--- src/rtl/snn_pkg.sv ---
`default_nettype none
// ============================================================================
// Module      : snn_pkg
// Description : Shared types, widths and helpers for the spiking-neuron
//               datapath (synapse driver, neuron and future synapse blocks).
// Contents    : CURRENT_W, WEIGHT_W, CURRENT_MAX, current_t, weight_t,
//               sat_current() (clamps a signed accumulator into current_t).
// Revision    : 1.0 - initial release
// ============================================================================
package snn_pkg;

    localparam int         CURRENT_W   = 8;
    localparam int         WEIGHT_W    = 8;
    localparam logic [7:0] CURRENT_MAX = 8'd255;

    // Width of the accumulator argument of sat_current(); callers sign-extend.
    localparam int         SAT_ACC_W   = 32;

    typedef logic        [CURRENT_W-1:0] current_t;
    typedef logic signed [WEIGHT_W-1:0]  weight_t;

    // Clamp a signed accumulator into the unsigned current range [0, 255].
    function automatic current_t sat_current(input logic signed [SAT_ACC_W-1:0] acc);
        logic signed [SAT_ACC_W-1:0] max_s;
        max_s = signed'(SAT_ACC_W'(CURRENT_MAX));
        if (acc < 0) begin
            return '0;
        end else if (acc > max_s) begin
            return CURRENT_MAX;
        end else begin
            return acc[CURRENT_W-1:0];
        end
    endfunction

endpackage
`default_nettype wire

--- src/rtl/syn_weight_bank.sv ---
`default_nettype none
// ============================================================================
// Module      : syn_weight_bank
// Description : N_INPUTS x 8-bit signed weight register file with a single
//               write port, plus a combinational sum of the weights whose
//               spike line is high.
// Ports       : clk_i, rst_ni   clock, async active-low reset (weights -> 0)
//               i_we, i_waddr,  weight write port; addresses >= N_INPUTS
//               i_wdata         are ignored
//               i_spike         presynaptic spike mask
//               o_sum           signed sum of selected weights (ACC_W bits)
// Revision    : 1.0 - initial release
// ============================================================================
module syn_weight_bank
    import snn_pkg::*;
#(
    parameter int N_INPUTS = 4,
    parameter int AW       = 2,
    parameter int ACC_W    = 12
) (
    input  logic                    clk_i,
    input  logic                    rst_ni,
    input  logic                    i_we,
    input  logic [AW-1:0]           i_waddr,
    input  logic [WEIGHT_W-1:0]     i_wdata,
    input  logic [N_INPUTS-1:0]     i_spike,
    output logic signed [ACC_W-1:0] o_sum
);

    weight_t r_w [N_INPUTS];

    // Address decode by equality, so out-of-range addresses match no entry.
    always_ff @(posedge clk_i or negedge rst_ni) begin
        if (!rst_ni) begin
            for (int k = 0; k < N_INPUTS; k++) begin
                r_w[k] <= '0;
            end
        end else if (i_we) begin
            for (int k = 0; k < N_INPUTS; k++) begin
                if (i_waddr == AW'(k)) begin
                    r_w[k] <= weight_t'(i_wdata);
                end
            end
        end
    end

    // Reads the registered weights, so a same-cycle write is seen next edge.
    always_comb begin
        o_sum = '0;
        for (int k = 0; k < N_INPUTS; k++) begin
            if (i_spike[k]) begin
                o_sum = o_sum + ACC_W'(r_w[k]);
            end
        end
    end

endmodule
`default_nettype wire

--- src/rtl/synapse_driver.sv ---
`default_nettype none
// ============================================================================
// Module      : synapse_driver
// Description : Synaptic input stage of a LIF neuron. Accumulates weighted
//               presynaptic spikes into a leaky, clamped synaptic current and
//               gates it to zero for a refractory window after a post-spike.
// Ports       : clk_i, rst_ni       clock, async active-low reset
//               spike_i             presynaptic spikes (N_INPUTS bits)
//               post_spike_i        downstream neuron spike feedback
//               we_i/waddr_i/wdata_i weight write port
//               current_o           unsigned synaptic current (registered)
//               refrac_o            refractory counter nonzero
//               sat_o               previous update clamped at the top
// Revision    : 1.0 - initial release
// ============================================================================
module synapse_driver
    import snn_pkg::*;
#(
    parameter  int N_INPUTS      = 4,
    parameter  int DECAY_SHIFT   = 2,
    parameter  int REFRAC_CYCLES = 3,
    localparam int AW            = (N_INPUTS > 1) ? $clog2(N_INPUTS) : 1
) (
    input  logic                clk_i,
    input  logic                rst_ni,
    input  logic [N_INPUTS-1:0] spike_i,
    input  logic                post_spike_i,
    input  logic                we_i,
    input  logic [AW-1:0]       waddr_i,
    input  logic [WEIGHT_W-1:0] wdata_i,
    output logic [CURRENT_W-1:0] current_o,
    output logic                refrac_o,
    output logic                sat_o
);

    // Wide enough for 255 plus N_INPUTS full-scale weights of either sign.
    localparam int ACC_W = CURRENT_W + $clog2(N_INPUTS) + 2;
    localparam logic signed [ACC_W-1:0] C_ACC_MAX = signed'(ACC_W'(CURRENT_MAX));

    current_t                r_syn;
    logic [3:0]              r_cnt;
    logic                    r_sat;

    logic signed [ACC_W-1:0] w_sum;
    current_t                w_decay;
    logic signed [ACC_W-1:0] w_acc;

    syn_weight_bank #(
        .N_INPUTS (N_INPUTS),
        .AW       (AW),
        .ACC_W    (ACC_W)
    ) u_bank (
        .clk_i    (clk_i),
        .rst_ni   (rst_ni),
        .i_we     (we_i),
        .i_waddr  (waddr_i),
        .i_wdata  (wdata_i),
        .i_spike  (spike_i),
        .o_sum    (w_sum)
    );

    // Below 2^DECAY_SHIFT the leak term is zero and the current holds.
    assign w_decay = r_syn >> DECAY_SHIFT;
    assign w_acc   = signed'(ACC_W'(r_syn)) - signed'(ACC_W'(w_decay)) + w_sum;

    always_ff @(posedge clk_i or negedge rst_ni) begin
        if (!rst_ni) begin
            r_syn <= '0;
            r_cnt <= '0;
            r_sat <= 1'b0;
        end else if (post_spike_i) begin
            // Post-spike (re)starts the window regardless of current count.
            r_syn <= '0;
            r_cnt <= 4'(REFRAC_CYCLES);
            r_sat <= 1'b0;
        end else if (r_cnt != 4'd0) begin
            r_syn <= '0;
            r_cnt <= r_cnt - 4'd1;
            r_sat <= 1'b0;
        end else begin
            r_syn <= sat_current(SAT_ACC_W'(w_acc));
            r_sat <= (w_acc > C_ACC_MAX);
        end
    end

    assign current_o = r_syn;
    assign refrac_o  = (r_cnt != 4'd0);
    assign sat_o     = r_sat;

endmodule
`default_nettype wire

--- config.mk ---
export PLATFORM = sky130hd
export DESIGN_NAME = synapse_driver
export DESIGN_NICKNAME = d
export VERILOG_FILES = /design/src/rtl/snn_pkg.sv /design/src/rtl/syn_weight_bank.sv /design/src/rtl/synapse_driver.sv
export SDC_FILE = /design/constraint.sdc
export NUM_CORES = 1
export LEC_CHECK = 0
export CAP_MARGIN = 20
export CORE_MARGIN = 2
export CORE_UTILIZATION = 30
export CTS_CLUSTER_SIZE = 20
export DETAILED_ROUTE_END_ITERATION = 8
export GPL_TIMING_DRIVEN = 0
export HOLD_SLACK_MARGIN = 0.02
export PLACE_DENSITY_LB_ADDON = 0.3
export SYNTH_ARGS = -nofsm -noshare
export SYNTH_HDL_FRONTEND = slang
export SYNTH_SLANG_ARGS = --single-unit
--- constraint.sdc ---
create_clock -name clk_i -period 8.2 [get_ports clk_i]
set_input_delay 1.64 -clock clk_i [delete_from_list [all_inputs] [get_ports clk_i]]
set_output_delay 1.64 -clock clk_i [all_outputs]
set_load 0.1 [all_outputs]
* Yosys cells after proc, flatten, opt, wreduce, memory -nomap -nowiden
Cells that the tools add are included.
W data, S select, Z words.
** Operators by class
- Reduce and logical (&&, ||, !) cells :: 7
- Equality and inequality tests :: 3
- Mux-type cells :: 12
- Add/subtract/negate cells :: 6
- $lt $le $gt $ge :: 3
** Operator list (count)
- $mux W12 :: 4
- $add A12 B8 Y12 :: 3
- $mux W8 :: 4
- $gt A12 B9 Y1 const B :: 2
- $add A9 B12 Y12 :: 1
- $lt A12 B1 Y1 const B :: 1
- $sub A8 B6 Y9 :: 1
- $mux W4 :: 2
- $reduce_and A2 Y1 :: 4
- $eq A2 B2 Y1 const B :: 2
- $reduce_bool A4 Y1 :: 1
- $sub A4 B1 Y4 const B :: 1
- $eq A2 B1 Y1 const B :: 1
- $logic_not A2 Y1 :: 1
- $mux W1 :: 2
- $reduce_bool A2 Y1 :: 1
** Word-level totals
- Word-level logic and storage cells :: 38
- Output and inout bits :: 10
- Register bits after elaboration :: 45
- Input port bits :: 18

* Longest topological paths before layout
- Depth in word-level cells :: 13
- Mapped depth :: 34

* Hierarchy
A second synthesis with hierarchy kept.
** Unflattened totals
- Cell total of the unflattened synthesis :: 473
- Area total of the unflattened synthesis :: 4367.9 µm²
** Modules (own cells, without submodules)
- syn_weight_bank :: cells an instance 314, times used 1, area each 2980.4 µm²
- synapse_driver :: cells an instance 159, times used 1, area each 1387.6 µm²

* Least setup slack after synthesis
No wires, ideal clock.
- Kind :: input port to flip-flop
- Start :: input port spike_i[0]
- End :: register r_syn[3] (netlist: current_o[3])
- Slack :: 538 ps
- Path buffers :: 2
- Arrival time :: 7595 ps
- Stages on the path :: 31
- Cell sequence :: clkbuf_1 and2_1 ha_1 fa_1 a21o_1 a21oi_1 o21bai_1 a21oi_1 xor2_1 mux2i_1 ha_1 a21oi_1 a21bo_2 a21oi_2 o21ai_0 nand2b_1 xnor2_1 a21oi_1 ha_1 a21o_1 a31oi_1 xnor2_1 mux2_2 ha_1 a21o_1 a31oi_1 xor3_2 and3_1 or4b_4 buf_6 o2bb2a_1
** On the way
- Cells in the longest elaborated chain, start to end :: 13
- Elaborated cells on any way between the ends :: 14
** Ends and longest elaborated chain
- start: declaration :: line synapse_driver.sv:26 : input logic [N_INPUTS-1:0] spike_i,
- $mux W12 * :: line syn_weight_bank.sv:51 : if (i_spike[k]) begin
- $add A12 B8 Y12 :: line syn_weight_bank.sv:52 : o_sum = o_sum + ACC_W'(r_w[k]);
- $mux W12 * :: line syn_weight_bank.sv:51
- $add A12 B8 Y12 :: line syn_weight_bank.sv:52
- $mux W12 * :: line syn_weight_bank.sv:51
- $add A12 B8 Y12 :: line syn_weight_bank.sv:52
- $mux W12 * :: line syn_weight_bank.sv:51
- $add A9 B12 Y12 * :: line synapse_driver.sv:64 : assign w_acc = signed'(ACC_W'(r_syn)) - signed'(ACC_W'(w_decay)) + w_sum;
- $gt A12 B9 Y1 :: line snn_pkg.sv:28 : end else if (acc > max_s) begin
- $mux W8 :: line snn_pkg.sv:28
- $mux W8 * :: line snn_pkg.sv:26 : if (acc < 0) begin
- $mux W8 * :: line synapse_driver.sv:76 : end else if (r_cnt != 4'd0) begin
- $mux W8 * :: line synapse_driver.sv:71 : end else if (post_spike_i) begin
- end signal: assignment :: line synapse_driver.sv:81 : r_syn <= sat_current(SAT_ACC_W'(w_acc));
- end: declaration :: line synapse_driver.sv:40 : current_t r_syn;
Mark *: on every way between the ends. The rest lies on a longest branch, timed or not.
A chain may end at the register's enable or synchronous reset.

* Worst setup path after layout
- Start :: input port spike_i[0]
- End :: register r_syn[4] (netlist: current_o[4])
Same word-level chain as after synthesis.

==> impl_results.md <==
* Crit. path cell count at 31
* Die Wd at between 100 and 150 microns
* Non-Filler Instances at 657
* Filler cells at 1403
* Max Clk Rate at 127.1 MHz
* R2r startpoint: u_bank.r_w[24]
* Drt pass-1 iters at 4
* Post-route ant nets at 0
* CP arrival at 8.09 ns
* Max FO, Critical Path at 9
* Worst r2r path cells at 30
* Share of cells above drive strength 1 at approximately 16%
* Port bufs at 23
* Synth Warn # at 0
* Area fraction of the dominant cell type after synthesis at a little over a quarter
* Residual DRC at 0
* Prevailing post-synth register cell: dfrtp_1
* Post-synth EDFFs at 0
* Starting density of the core at 30.38%
* Net count after synthesis at 513
* Mapped Cells at 441
* Worst hold path endpoint: u_bank.r_w[27]
* Synth-to-Final Area Change at 16.39%
* Critical path origin: spike_i[0]
* Seq cells post-synth at 45
* Post-synthesis adder-cell area fraction at 17.11%
* Setup CP Type: primary input to flop
* Most numerous cell in the Yosys netlist: ha_1
* Synthesized area at between 4000 and 5000 sq um
* Ys async rst share at 100.0%
* Top delay family on crit path: compound AO/OA/AOI/OAI gates
* Initial antenna violation count at 0
* Startpoint class of the critical path: primary input
* Mux contribution to synthesized area at about 13%
* Global route overflow at 0
* Synth top cells by count: ha_1 (49), dfrtp_1 (45), nor2_1 (39)
* CP dominant cell by count: ha_1
* Core ar. at 13720 sq um
* Placed cells at 646
* Slew @ Worst Pin at approximately 0.98 ns
* Nets at around 550
* Seq. cell area at 1126 sq um
* Hold depth at 1
* Std cell rows at 43
* Synth area leader: dfrtp_1
* Worst setup margin at 0.3351 ns
* Post-synthesis compound-gate area fraction at 19.21%
* Avg Inst Size Synth at 9.451 sq um
* Seq/Total Area, Yosys at 27.02%
* CTS clk-pin slew, worst paths at around 0.070 ns
* Mean routed wirelength per cell at 14.15 microns
* Hold Buf Count CTS at 0
* Inserted Diodes at 0
* Slowest CP cell: or4b_4
* DRT iter0 DRCs at roughly 210
* Min-Delay Startpoint: u_bank.r_w[27]
* CTS Buf Count at 5
* Synth Area in Simple Gates at about an eighth
* Final Max Tran Viols at 0
* H-tree levels at 2
* R2R Setup Slk at 1.50 ns
* Max-cap violations at 0
* Deepest clock path buffer count at 2
* Mean number of vias per cell at 5.008
* Largest family of logic cells by synthesized area: compound AO/OA/AOI/OAI gates
* Skew final at 0.005982 ns
* Post-Synth XOR/XNOR Area at 7.956%
* Final setup vio count at 0
* Status: complete, no violations
* Relative slew slack at 34.54%
* CTS sink cnt at between 40 and 50
* Routed vias at 3290
* Die area at 14850 sq um
* Distinct cells, synth at 54
* Worst path required time at 8.43 ns
* I/O pins at 28
* TritonCTS clock tree: built
* Setup WS pre-CTS at -0.2393 ns
* Buffers and inverters on the worst path at 2
* Largest net degree at the start of global routing at 31
* CTS root buf: clkbuf_16
* Kind of end point of the critical path: flop
* Clock insertion delay at the later pin of the skew report at around 0.29 ns
* Crit path time final at 7.865 ns
* Routability-driven placement congestion ratio at 0.8255
* Synth area leaders: dfrtp_1 (27%), ha_1 (15%), mux2_2 (10%)
* Area of the multi-input gates at 2940 sq um
* Core Util, Final at 35.36%
* Detailed Route WL at 9294 microns
* Post-DP HPWL at 7457 microns
* Vias in the first global route at 3368
* RR Endpoint: current_o[4]
* Die Span Y at approximately 120 microns
* Final Hold Viols at 0
* Final cycle utilization of the critical path at a little over nine tenths
* Global-route wire length before repair at 16030 microns
* Worst path max stage delay at 0.52 ns
* Hold Crit Class: flop to flop
* Total GRT Usage at 13.37%
## per-stage QoR
step / TNS, ns / hold WS, ns / instance area (sq um)
after global routing: -0.05217 / 0.5131 / 4851
final: 0 / 0.4901 / 4851
after CTS: 0 / 0.4920 / 4790
after floorplan: 0 / 0.4497 / 4168
after global placement: -0.6415 / 0.4639 / 4623
after detailed placement: -1.474 / 0.4759 / 4643
## cells in the final DEF, fill, tap and decap left out, drive strengths merged, types with 2 or more instances in the layout
| cell type | n |
|---|---|
| a21o | 15 |
| a31oi | 3 |
| a211oi | 10 |
| a21boi | 2 |
| ha | 49 |
| o21a | 7 |
| buf | 8 |
| a21oi | 38 |
| o22a | 2 |
| xnor2 | 26 |
| fa | 5 |
| xor2 | 9 |
| nand3b | 2 |
| mux2 | 46 |
| o2bb2a | 3 |
| nor4 | 2 |
| clkdlybuf4s50 | 22 |
| nand2b | 5 |
| nand2 | 20 |
| nor2b | 6 |
| nor3 | 6 |
| clkbuf | 11 |
| o21bai | 3 |
| or3 | 4 |
| o211ai | 2 |
| nand3 | 4 |
| or4b | 3 |
| dfrtp | 45 |
| mux2i | 4 |
| nor2 | 39 |
| o21ai | 29 |
| and2 | 4 |
| inv | 28 |
| and3 | 2 |
## cell type report
type	instances	area share, %
multi-input cells	361	60.61
repair buffers	28	5.623
well taps	180	4.643
clock inverters	3	0.4385
flip-flops and latches	45	23.21
clock buffers	5	2.579
plain buffers	8	0.7996
inverters	27	2.089
## worst register-to-register path, delay by kind of cell (launching register included)
family,cells,cell delay [ns]
buf+inv,1,0.15
xor+xnor,4,0.70
compound gates,14,2.36
simple gates,4,0.98
mux,2,0.40
flops,1,0.38
fa+ha+maj,5,1.65
## timing repair
action / 4_1_cts / 5_1_grt
resized for setup: 0 / 9
setup buffers: 0 / 3
setup endpoints to repair: 0 / 9
## cells by family (layout without fill, tap and decap cells)
kind of cell               Yosys count  after routing
buffers and inverters               35             71
muxes                               50             50
AOI/OAI and AO/OA                  121            121
adders and majority gates           54             54
DFF                                 45             45
xor gates and xnor gates            36             36
and+or+nand+nor                    100            100
## worst max-delay path by stage
stage / slack [ns] / end
final: 0.34 / current_o[4]
after global routing: -0.02 / current_o[5]
after CTS: 0.04 / current_o[3]
after detailed placement: -0.24 / current_o[3]
after global placement: -0.12 / current_o[5]
after floorplan: 0.54 / current_o[3]
## per-layer routing
metal	up-vias	part of all wire, %	global-route usage [%]
li1	1663	-	-
met1	1576	49	17.96
met2	43	48	22.49
met3	8	2.7	2.434
met4	0	0.83	2.802
met5	-	0	0
## registers in the layout, summed over array words and instances (netlist names)
name        count
u_bank.r_w     32
current_o       8
r_cnt           4
sat_o           1
Power is left out: the tool's default activity adds up to more than one toggle a clock period on the data nets, which glitch-free logic cannot reach.
